**config.mk**
```make
export PLATFORM = sky130hd
export DESIGN_NAME = seven_seg_scanner
export DESIGN_NICKNAME = d
export VERILOG_FILES = /design/src/rtl/seven_seg_scanner.sv
export SDC_FILE = /design/constraint.sdc
export NUM_CORES = 1
export LEC_CHECK = 0
export BUFFER_PORTS_ARGS = -buffer_cell sky130_fd_sc_hd__buf_2
export CORE_UTILIZATION = 60
export CTS_BUF_LIST = sky130_fd_sc_hd__clkbuf_8
export DETAILED_ROUTE_END_ITERATION = 7
export PLACE_DENSITY = 0.82
export SLEW_MARGIN = 25
export SYNTH_ARGS = -nofsm -noshare
export SYNTH_HDL_FRONTEND = slang
export SYNTH_SLANG_ARGS = --single-unit
```
**constraint.sdc**
```tcl
create_clock -name clk -period 3.7 [get_ports clk]
set_input_delay 0.37 -clock clk [delete_from_list [all_inputs] [get_ports clk]]
set_output_delay 0.37 -clock clk [all_outputs]
set_load 0.03 [all_outputs]
```
**src/rtl/seven_seg_scanner.sv**
```systemverilog
// rtl/seven_seg_scanner.sv - multiplexed seven-segment driver with refresh scan and brightness PWM
//
// Ports:
//   clk          system clock
//   rst          synchronous active-high reset
//   value        hex nibbles, digit i = value[4i+3:4i], digit 0 rightmost
//   dp_in        decimal point request per digit, active-high
//   load         one-cycle strobe capturing value and dp_in
//   brightness   on-phases per digit slot (0 dark .. 15)
//   seg          segments {g,f,e,d,c,b,a}, active-low, registered
//   dp           decimal point, active-low, registered
//   an           anode enables, active-low, registered
//   frame_start  one-cycle pulse with the first output of each frame
module seven_seg_scanner #(
  parameter int NUM_DIGITS    = 4,
  parameter int PHASE_LEN     = 6250,
  parameter int BLANK_LEADING = 1
) (
  input  logic                    clk,
  input  logic                    rst,
  input  logic [4*NUM_DIGITS-1:0] value,
  input  logic [NUM_DIGITS-1:0]   dp_in,
  input  logic                    load,
  input  logic [3:0]              brightness,
  output logic [6:0]              seg,
  output logic                    dp,
  output logic [NUM_DIGITS-1:0]   an,
  output logic                    frame_start
);

  localparam int IW = (NUM_DIGITS > 1) ? $clog2(NUM_DIGITS) : 1;
  localparam int PW = (PHASE_LEN > 1) ? $clog2(PHASE_LEN) : 1;
  localparam logic [PW-1:0] PCNT_MAX = PW'(PHASE_LEN - 1);
  localparam logic [IW-1:0] IDX_MAX  = IW'(NUM_DIGITS - 1);

  logic [PW-1:0] pcnt;
  logic [3:0]    phase;
  logic [IW-1:0] idx;
  logic          pcnt_wrap;
  logic          phase_wrap;
  logic          frame_end;
  logic          wrap_d;

  logic [4*NUM_DIGITS-1:0] stage_val;
  logic [NUM_DIGITS-1:0]   stage_dp;
  logic                    pending;
  logic [4*NUM_DIGITS-1:0] shadow_val;
  logic [NUM_DIGITS-1:0]   shadow_dp;

  logic [NUM_DIGITS-1:0]   blank;
  logic                    zero_run;
  logic [3:0]              cur_nib;
  logic                    cur_dp;
  logic [NUM_DIGITS-1:0]   an_next;

  function automatic logic [6:0] decode(input logic [3:0] n);
    case (n)
      4'h0: decode = 7'h40;
      4'h1: decode = 7'h79;
      4'h2: decode = 7'h24;
      4'h3: decode = 7'h30;
      4'h4: decode = 7'h19;
      4'h5: decode = 7'h12;
      4'h6: decode = 7'h02;
      4'h7: decode = 7'h78;
      4'h8: decode = 7'h00;
      4'h9: decode = 7'h10;
      4'hA: decode = 7'h08;
      4'hB: decode = 7'h03;
      4'hC: decode = 7'h46;
      4'hD: decode = 7'h21;
      4'hE: decode = 7'h06;
      default: decode = 7'h0E;
    endcase
  endfunction

  assign pcnt_wrap  = (pcnt == PCNT_MAX);
  assign phase_wrap = pcnt_wrap && (phase == 4'hF);
  assign frame_end  = phase_wrap && (idx == IDX_MAX);

  // Scan counters: pcnt -> phase -> idx
  always_ff @(posedge clk) begin
    if (rst) begin
      pcnt   <= '0;
      phase  <= '0;
      idx    <= '0;
      wrap_d <= 1'b0;
    end else begin
      pcnt   <= pcnt_wrap ? '0 : pcnt + PW'(1);
      wrap_d <= frame_end;
      if (pcnt_wrap)
        phase <= phase + 4'd1;
      if (phase_wrap)
        idx <= (idx == IDX_MAX) ? '0 : idx + IW'(1);
    end
  end

  // Staging/shadow pair: the shadow only moves at frame end so a frame is
  // never drawn from two different values. A load coinciding with frame
  // end bypasses staging so it is not delayed by a whole extra frame.
  always_ff @(posedge clk) begin
    if (rst) begin
      stage_val  <= '0;
      stage_dp   <= '0;
      pending    <= 1'b0;
      shadow_val <= '0;
      shadow_dp  <= '0;
    end else begin
      if (load) begin
        stage_val <= value;
        stage_dp  <= dp_in;
      end
      if (frame_end) begin
        pending <= 1'b0;
        if (load) begin
          shadow_val <= value;
          shadow_dp  <= dp_in;
        end else if (pending) begin
          shadow_val <= stage_val;
          shadow_dp  <= stage_dp;
        end
      end else if (load) begin
        pending <= 1'b1;
      end
    end
  end

  // Leading-zero mask: walk from the most significant digit down while the
  // nibbles stay zero; digit 0 is never part of the run.
  always_comb begin
    blank    = '0;
    zero_run = 1'b1;
    for (int i = NUM_DIGITS - 1; i > 0; i--) begin
      zero_run = zero_run && (shadow_val[4*i +: 4] == 4'h0);
      blank[i] = (BLANK_LEADING != 0) && zero_run;
    end
  end

  always_comb begin
    cur_nib = 4'h0;
    cur_dp  = 1'b0;
    an_next = '1;
    for (int i = 0; i < NUM_DIGITS; i++) begin
      if (idx == IW'(i)) begin
        cur_nib    = shadow_val[4*i +: 4];
        cur_dp     = shadow_dp[i];
        // phase 15 can never be below a 4-bit brightness: built-in guard
        an_next[i] = !((phase < brightness) && !blank[i]);
      end
    end
  end

  always_ff @(posedge clk) begin
    if (rst) begin
      seg         <= 7'h7F;
      dp          <= 1'b1;
      an          <= '1;
      frame_start <= 1'b0;
    end else begin
      seg         <= decode(cur_nib);
      dp          <= ~cur_dp;
      an          <= an_next;
      frame_start <= wrap_d;
    end
  end

endmodule

```
; ---- Word level (Yosys, flattened, before mapping)
; Memory sizes are Yosys's and may differ from the RTL's. A register that Yosys moved wholly into a read port is not among the register bits.
; Cells that the tools add are included.
; W data, S select, Z words.
[classes]
n_addsub = 3
n_lt_le_gt_ge = 1
eq_ne = 5
mux = 13
n_bitwise = 5
n_reduce_logical = 26
[op_table]
columns = cell, count
row1 = $mux W16, 2
row2 = $mux W4, 6
row3 = $add A13 B1 Y13 const B, 1
row4 = $eq A13 B13 Y1 const B, 1
row5 = $logic_not A4 Y1, 3
row6 = $reduce_or A2 Y1, 6
row7 = $logic_and A1 B1 Y1, 7
row8 = $logic_not A1 Y1, 7
row9 = $not A1 Y1, 5
row10 = $add A4 B1 Y4 const B, 1
row11 = $eq A2 B2 Y1 const B, 2
row12 = $eq A4 B4 Y1 const B, 1
row13 = $lt A4 B4 Y1, 1
row14 = $mux W1, 4
row15 = $add A2 B1 Y2 const B, 1
row16 = $eq A2 B1 Y1 const B, 1
row17 = $logic_not A2 Y1, 1
row18 = $mux W2, 1
row19 = $reduce_and A2 Y1, 1
row20 = $reduce_bool A2 Y1, 1
[totals]
regBits = 67
romBits = 112
out_inout_bits = 13
wordCells = 69
n_memories = 1
[mem_list]
columns = memory, words, width, read_ports, rd_ports_with_merged_regs, write_ports, line
row1 = (no name shown), 16, 7, 1, 1, 0, 57  ; case (n)

; ---- Longest topological paths before layout
; Gate-level depths: netlist (run 1).
[depth]
depth_word = 6
depth_mapped = 10

; ---- Worst setup path before layout (run 1)
; Ideal clock, no wire load.
[synth_timing]
path_kind = reg2reg
startpoint = register idx[0]
endpoint = register seg[1]
setup_time_ns = 0.122
t_arrival_ns = 2.469
t_required_ns = 3.578
setup_slack_ns = 1.110
stages_incl_launch_ff = 11
n_path_buf = 2
cell_sequence = dfxtp_1 -> ha_1 -> clkbuf_1 -> clkbuf_1 -> nor2_1 -> a22o_1 -> nor2_1 -> inv_1 -> ha_1 -> mux2_1 -> a221o_1
[synth_via]
elab_chain_cells = 5
[synth_lines]
columns = item, line
row1 = from (decl), 38  ; logic [IW-1:0] idx;
row2 = from (signal assigned), 94  ; idx <= (idx == IDX_MAX) ? '0 : idx + IW'(1);
row3 = $logic_not A2 Y1, 144  ; if (idx == IW'(i)) begin
row4 = $mux W4 (3 in a row), 144
row5 = $mux W4 (*), 144
row6 = to (decl), 25  ; output logic [6:0] seg,
; Mark *: on every way between the ends. The rest lies on a longest branch, timed or not.
; A chain may end at the register's enable or synchronous reset.

; ---- Worst setup path in the final report (run 1)
[layout_timing]
startpoint = register idx[0]
endpoint = register seg[0]
; Same word-level chain as after synthesis.

==> flow_summary.ini, run 1 <==
[cts]
ctsHoldBuffers = 0
root_buffer = clkbuf_8
clock_sinks = 74
cts_max_level = 3
cts_tree = yes
cts_buffer_depth = 2
clkTransAtPathRegs_ns = 0.08
cts_resized = 0
cts_setup_buffers = 0
insertion_delay_ns = 0.35
cts-buffers-inserted = 9

[final_layout]
multi_input_area_mm2 = 0.00180
fin_cells = 446
antenna_cells = 0
layout-drive-gt1-share = 0.209
seqCellArea_mm2 = 0.00148
fillers = 445
final_nets = 412
fin_util = 0.689
area_delta_synth_final_pct = 11.2
final_area_mm2 = 0.00380

[floorplanning]
pin_count = 40
coreArea_mm2 = 0.00551
die-area_mm2 = 0.00599
start_util = 0.620
dieHeight_um = 77.4
die_x_um = 77.4
fp-row-count = 27

[synthesis]
synth_commonest_cells = 74 x dfxtp_1, 47 x nor2_1, 26 x mux2i_1
synth-edff-count = 0
syn_nets = 377
synth_ff_type = dfxtp_1
ys_async_sr_fraction = 0
synth_area_leaders = dfxtp_1 43%, mux2_4 8.8%, mux2i_1 7.6%
synth.most_common_cell = dfxtp_1
synth_top_area_frac = 0.434
syn_area_mm2 = 0.00341
synth-seq-cells = 74
yosysSeqAreaShare = 0.434
avgSynthCellArea_um2 = 10.2
synth_cell_types = 50
yosys.area.top_type = dfxtp_1
synth_cells = 334
synth_warnings = 0

[min_path]
holdPathEnd = stage_dp[0]$_SDFFE_PP0P_
min_path_type = input port to flop
hold_start = dp_in[0]
hold_path_depth = 3

[routing]
firstDrtPassIters = 4
drt-initial-drc-count = 76
dr_total_vias = 2457
post-route-drc-count = 0
wl_mm = 6.21
wl_per_cell_um = 13.9
via_per_inst = 5.51
final_antenna_net_count = 0

[worst_setup_path]
crit_arrival_ns = 2.93
path_class = flop to flop
reg2reg_from = idx[0]$_SDFFE_PP0P_
r2r_slack_ns = 1.0
reg2reg_depth = 8
cp-end-kind = flop
start_kind = flop
required_ns = 3.93
worstPathMaxFanout = 17
reg2reg_to = seg[0]$_SDFF_PP1_

[flow_run]
cap_violations = 0

[sta]
finalCritPeriodShare = 0.730
min_period_ns = 2.70
setup_tns_ns = 0
fin_ws_ns = 1.00
holdWs_ns = 0.312
report.final.slew_viol_count = 0
rsz0062_at_grt = false
finalSetupViolCount = 0
skew_ns = 0.00894
slew_headroom = 0.560
worst_slew_pin_slew_ns = 0.659
fmax_ghz = 0.370
hold_violations = 0

[status]
status = finished clean

[grt]
overflow = 0
grt_pass1_vias = 2359
grt_max_degree = 40
antenna_found_initial = 0
grt_pass1_wl_mm = 10.8
track_usage = 0.231

[power]
p_leak_nw = 1.73
fin_total_pwr_mw = 1.44
p_per_area_mw_per_mm2 = 379
power.ir.vdd_worst_v = 0.000320

[placement]
dp.cells = 430
dpl-instance-area_mm2 = 0.00363
gp_congestion = 0.825
dpl.hpwl_mm = 4.39
portBuffers = 39
preCtsSetupSlack_ns = 1.03
-- critical path: stages, from the launching register on --
cell and delay, ns:
dfxtp_1 0.40, ha_1 0.55, nor2_1 0.16, o211a_1 0.16
nor2_1 0.29, inv_1 0.14, ha_1 0.23, or4_1 0.54
o311a_1 0.13
-- layout make-up --
class	count	share of cell area
Clock buffer	10	0.0363
Multi-Input combinational cell	230	0.475
Clock inverter	6	0.00692
Timing Repair Buffer	41	0.0554
Tap cell	72	0.0237
Inverter	13	0.0129
Sequential cell	74	0.390
-- state kept, by name (all words and copies together), names as in the netlist, 2 cells and up --
signal	count
pcnt	13
idx	2
shadow_dp	4
stage_val	16
phase	4
seg	7
an	4
stage_dp	4
shadow_val	16
-- layout by cell type, fill, tap and decap left out, types with 10 or more instances in the layout --
| cell | synthesis | final |
|---|---|---|
| nand2_1 | 13 | 13 |
| mux2i_1 | 26 | 26 |
| mux2_4 | 20 | 20 |
| nor2_1 | 47 | 47 |
| clkbuf_8 | 0 | 10 |
| inv_1 | 13 | 16 |
| nor2b_1 | 24 | 24 |
| dfxtp_1 | 74 | 74 |
| buf_2 | 2 | 39 |
| ha_1 | 16 | 16 |
-- report_power, final --
group	total, mW	internal, mW	switching (mW)
Combinational	0.0832	0.0341	0.0491
Sequential	0.824	0.817	0.00756
Clock	0.530	0.251	0.279
Total	1.44	1.10	0.335
-- routing by layer --
layer	GRT usage	up-vias	wire, µm
met3	0.0459	18	204
li1	-	1236	-
met5	0	-	0
met1	0.285	1148	2910
met2	0.371	55	2880
met4	0.140	0	211
-- worst max-delay path by stage --
| stage | startpoint | end | slack [ns] | depth (start not counted) |
|---|---|---|---|---|
| after global placement | idx[0]$_SDFFE_PP0P_ | seg[1]$_SDFF_PP1_ | 1.14 | 8 |
| after floorplan | idx[0]$_SDFFE_PP0P_ | seg[1]$_SDFF_PP1_ | 1.11 | 10 |
| after global routing | idx[0]$_SDFFE_PP0P_ | seg[0]$_SDFF_PP1_ | 0.75 | 8 |
| after detailed placement | idx[0]$_SDFFE_PP0P_ | seg[0]$_SDFF_PP1_ | 1.03 | 8 |
| final | idx[0]$_SDFFE_PP0P_ | seg[0]$_SDFF_PP1_ | 1.0 | 8 |
| after CTS | idx[0]$_SDFFE_PP0P_ | seg[0]$_SDFF_PP1_ | 1.01 | 8 |
-- logic make-up after synthesis --
logic type | after synthesis | synth area share
and+or+nand+nor | 121 | 0.189
buffers and inverters | 30 | 0.0381
muxes | 48 | 0.171
xor gates and xnor gates | 13 | 0.0334
AOI/OAI and AO/OA | 32 | 0.0759
DFF | 74 | 0.434
adders and majority gates | 16 | 0.0587
Note: power is estimated with default switching activity, not from simulation.
==> inputs of run 2 (changes only) <==
Settings changed: CORE_UTILIZATION 60 to 54, PLACE_DENSITY 0.82 to 0.78.
Clock period 3.7 ns to 2.3 ns, I/O delays scaled along.
==> flow_summary.ini, run 2 (synthesized netlist as in run 1, its figures left out) <==
[sta]
worst_slew_pin_slew_ns = 0.696
setup_tns_ns = 0
min_period_ns = 2.24
fmax_ghz = 0.446
slew_headroom = 0.536
skew_ns = 0.0120
rsz0062_at_grt = false
report.final.slew_viol_count = 0
finalSetupViolCount = 0
finalCritPeriodShare = 0.974
hold_violations = 0

[floorplanning]
pin_count = 40
start_util = 0.566
coreArea_mm2 = 0.00603
die-area_mm2 = 0.00664
die_x_um = 81.5
fp-row-count = 28
dieHeight_um = 81.5

[routing]
firstDrtPassIters = 4
wl_per_cell_um = 14.2
drt-initial-drc-count = 107
dr_total_vias = 2516
post-route-drc-count = 0
wl_mm = 6.57
final_antenna_net_count = 0
via_per_inst = 5.46

[cts]
cts_buffer_depth = 2
cts-buffers-inserted = 9
ctsHoldBuffers = 0
clock_sinks = 74
insertion_delay_ns = 0.34
clkTransAtPathRegs_ns = 0.07
cts_tree = yes
cts_max_level = 3
root_buffer = clkbuf_8

[worst_setup_path]
cp-end-kind = flop
worstPathMaxFanout = 10
required_ns = 2.53
path_class = flop to flop
crit_arrival_ns = 2.47
start_kind = flop

[final_layout]
layout-drive-gt1-share = 0.264
final_nets = 425
final_common_cell = dfxtp_1
final_area_mm2 = 0.00395
reg_top3 = shadow_val x16, stage_val x16, pcnt x13
antenna_cells = 0
area_delta_synth_final_pct = 15.8
fin_util = 0.656
layout_common_cells = 72 x dfxtp_1, 45 x nor2_1, 39 x buf_2, 26 x mux2i_1, 24 x nor2b_1

[power]
power.ir.vdd_worst_v = 0.000438
fin_total_pwr_mw = 2.28
p_per_area_mw_per_mm2 = 577
p_leak_nw = 1.79

[placement]
dpl-instance-area_mm2 = 0.00374
portBuffers = 39
gp_congestion = 0.943
dpl.hpwl_mm = 4.72

[flow_run]
cap_violations = 0

[grt]
grt_pass1_wl_mm = 11.1
antenna_found_initial = 0
overflow = 0
track_usage = 0.223
grt_pass1_vias = 2411
grt_max_degree = 25

[status]
status = finished clean

[min_path]
min_path_type = input port to flop
==> run 2: cell count changes in the layout (fill, tap and decap cells not counted), moves of 3 or more <==
| cell | before | now |
|---|---|---|
| buf_4 | 2 | 14 |
| ha_1 | 16 | 12 |
| ha_4 | 0 | 3 |
| inv_1 | 16 | 13 |
==> run 2: timing repair <==
item	4_1_cts	5_1_grt
setup endpoints to repair	1	2
pin swaps	1	1
resized for setup	4	9
setup buffers	0	1
==> run 2: final timing paths <==
| check | cells after the start | startpoint | slack [ns] | end |
|---|---|---|---|---|
| max | 8 | idx[1]$_SDFFE_PP0P_ | 0.06 | seg[1]$_SDFF_PP1_ |
| min | 3 | dp_in[3] | 0.18 | stage_dp[3]$_SDFFE_PP0P_ |
| max reg2reg | 8 | idx[1]$_SDFFE_PP0P_ | 0.06 | seg[1]$_SDFF_PP1_ |
| min reg2reg | 1 | wrap_d$_SDFF_PP0_ | 0.45 | frame_start$_SDFF_PP0_ |
==> run 2: cell type report <==
| type | count | area, µm² |
|---|---|---|
| Multi-Input combinational cell | 230 | 1850 |
| Fill cell | 495 | 2070 |
| Timing Repair Buffer | 54 | 320 |
| Sequential cell | 74 | 1490 |
| Clock buffer | 9 | 124 |
| Clock inverter | 6 | 27.5 |
| Inverter | 13 | 48.8 |
| Tap cell | 75 | 93.8 |
==> run 2: per-layer routing <==
metal | vias up | part of all wire | wire (µm) | track usage
li1 | 1255 | - | - | -
met1 | 1188 | 0.48 | 3130 | 0.279
met4 | 0 | 0.025 | 162 | 0.114
met5 | - | 0 | 0 | 0
met2 | 58 | 0.46 | 2990 | 0.345
met3 | 15 | 0.044 | 289 | 0.0667
==> run 2: critical path, stage by stage (launching register included) <==
cell and delay, ns:
dfxtp_4 0.38, inv_2 0.07, ha_4 0.19, nand3b_1 0.17, a211o_1 0.32, buf_4 0.16
ha_1 0.28, mux2_1 0.29, a221o_1 0.28
==> run 2: through the flow <==
step | instances | setup WS [ns] | hold slack, ns
after floorplan | 334 | 0.0118 | 0.414
after CTS | 460 | 0.0418 | 0.164
after detailed placement | 445 | -0.111 | 0.447
after global placement | 445 | 0.0789 | 0.423
final | 461 | 0.0597 | 0.180
after global routing | 461 | 0.00743 | 0.179
==> run 2: power by group <==
part	total (mW)	switching, mW	internal, mW
registers	1.33	0.0125	1.31
logic	0.137	0.0810	0.0561
clock network	0.817	0.447	0.370
total	2.28	0.541	1.74
==> inputs of run 3 (changes only) <==
Settings changed: CORE_UTILIZATION 54 to 25, PLACE_DENSITY 0.78 to unset.
==> flow_summary.ini, run 3 (synthesized netlist as in run 1, its figures left out) <==
[worst_setup_path]
slowest_stage = or4_1
cp-end-kind = flop
crit_top_cell = inv_1
slowest_delay_ns = 0.52
worstPathMaxFanout = 9
cp_cell_sequence = inv_1 -> ha_2 -> a211oi_2 -> a211o_1 -> inv_1 -> ha_1 -> or4_1 -> o311a_1
crit_arrival_ns = 2.47
critPathTopFamily = compound AO/OA/AOI/OAI gates
path_class = flop to flop
start_kind = flop
cp_num_buf_inv = 2
r2r_slack_ns = 0.06
required_ns = 2.53

[final_layout]
layout_common_cells = 72 x dfxtp_1, 45 x nor2_1, 39 x buf_2, 26 x mux2i_1, 24 x nor2b_1
reg_top3 = shadow_val x16, stage_val x16, pcnt x13
area_delta_synth_final_pct = 20.5
fin_util = 0.309
layout-drive-gt1-share = 0.270
final_common_cell = dfxtp_1
final_nets = 427
final_area_mm2 = 0.00411

[grt]
track_usage = 0.105
grt_pass1_wl_mm = 11.6
grt_max_degree = 33
grt_pass1_vias = 2495
overflow = 0
antenna_found_initial = 0

[sta]
min_period_ns = 2.24
hold_violations = 0
finalCritPeriodShare = 0.973
skew_ns = 0.00879
holdWs_ns = 0.172
fmax_ghz = 0.447
setup_tns_ns = 0
worst_slew_pin_slew_ns = 0.634
rsz0062_at_grt = true
finalSetupViolCount = 0
slew_headroom = 0.574
report.final.slew_viol_count = 0

[floorplanning]
die-area_mm2 = 0.0141
start_util = 0.257
pin_count = 40
fp-row-count = 42
coreArea_mm2 = 0.0133
die_x_um = 119
dieHeight_um = 119

[routing]
post-route-drc-count = 0
dr_total_vias = 2503
wl_mm = 6.99
final_antenna_net_count = 0
via_per_inst = 4.42
firstDrtPassIters = 4
drt-initial-drc-count = 153
wl_per_cell_um = 12.4

[status]
status = finished clean

[power]
p_per_area_mw_per_mm2 = 578
fin_total_pwr_mw = 2.38
power.ir.vdd_worst_v = 0.000205
p_leak_nw = 1.81

[cts]
cts_max_level = 3
clkTransAtPathRegs_ns = 0.07
clock_sinks = 74
insertion_delay_ns = 0.35
cts-buffers-inserted = 9
cts_tree = yes
root_buffer = clkbuf_8
cts_buffer_depth = 2

[placement]
dpl-instance-area_mm2 = 0.00388
gp_congestion = 0.832
dpl.hpwl_mm = 5.12
portBuffers = 39

[flow_run]
cap_violations = 0

[min_path]
min_path_type = input port to flop
==> run 3: changes by cell type in the layout (fill, tap and decap cells not counted), moves of 2 or more <==
cell	change
buf_4	+2
clkbuf_8	+2
clkinv_2	-2
ha_2	+2
ha_4	-2
inv_2	-2
==> run 3: repair_timing <==
action | 4_1_cts | 5_1_grt
cloned | 0 | 0
buffers inserted | 1 | 0
pin swaps | 1 | 1
hold endpoints to repair | 0 | 0
hold buffers | 0 | 0
resized for setup | 3 | 7
endpoints found under the setup margin | 1 | 3
==> run 3: layout make-up <==
type                    instances  area [µm²]
repair buffers                 56         335
diodes                          1        2.50
clock buffers                  11         151
flip-flops and latches         74        1490
fillers                      1366        9180
clock inverters                 5        30.0
inverters                      13        48.8
well taps                     176         220
multi-input cells             230        1840
==> run 3: path summary, 6_finish.rpt <==
path | from | endpoint | cells past startpoint
max reg2reg | idx[1]$_SDFFE_PP0P_ | seg[0]$_SDFF_PP1_ | 8
min reg2reg | wrap_d$_SDFF_PP0_ | frame_start$_SDFF_PP0_ | 1
max | idx[1]$_SDFFE_PP0P_ | seg[0]$_SDFF_PP1_ | 8
min | dp_in[2] | stage_dp[2]$_SDFFE_PP0P_ | 3
==> run 3: stage by stage <==
| step | setup WS (ns) | instances |
|---|---|---|
| final | 0.0618 | 566 |
| after global routing | -0.0297 | 565 |
| after CTS | 0.0274 | 565 |
| after detailed placement | -0.0279 | 548 |
| after global placement | 0.0803 | 548 |
| after floorplan | 0.0118 | 334 |
==> run 3: per-layer routing <==
layer  global-route usage  wire length [µm]  part of all wire  up-vias
met5                    0                 0                 0        -
met1                0.120              3110              0.44     1171
met3               0.0326               417             0.060       18
li1                     -                 -                 -     1260
met4               0.0633               214             0.031        0
met2                0.170              3250              0.47       54
==> run 3: worst min-delay path, cell delays in order <==
cell     delay [ns]
buf_2          0.08
mux2i_1        0.06
nor2_1         0.11
==> run 3: power breakdown <==
group          internal [mW]  leakage, nW  switching [mW]
combinational         0.0578         1.11          0.0813
clock                  0.444       0.0965           0.468
sequential              1.31        0.605          0.0121
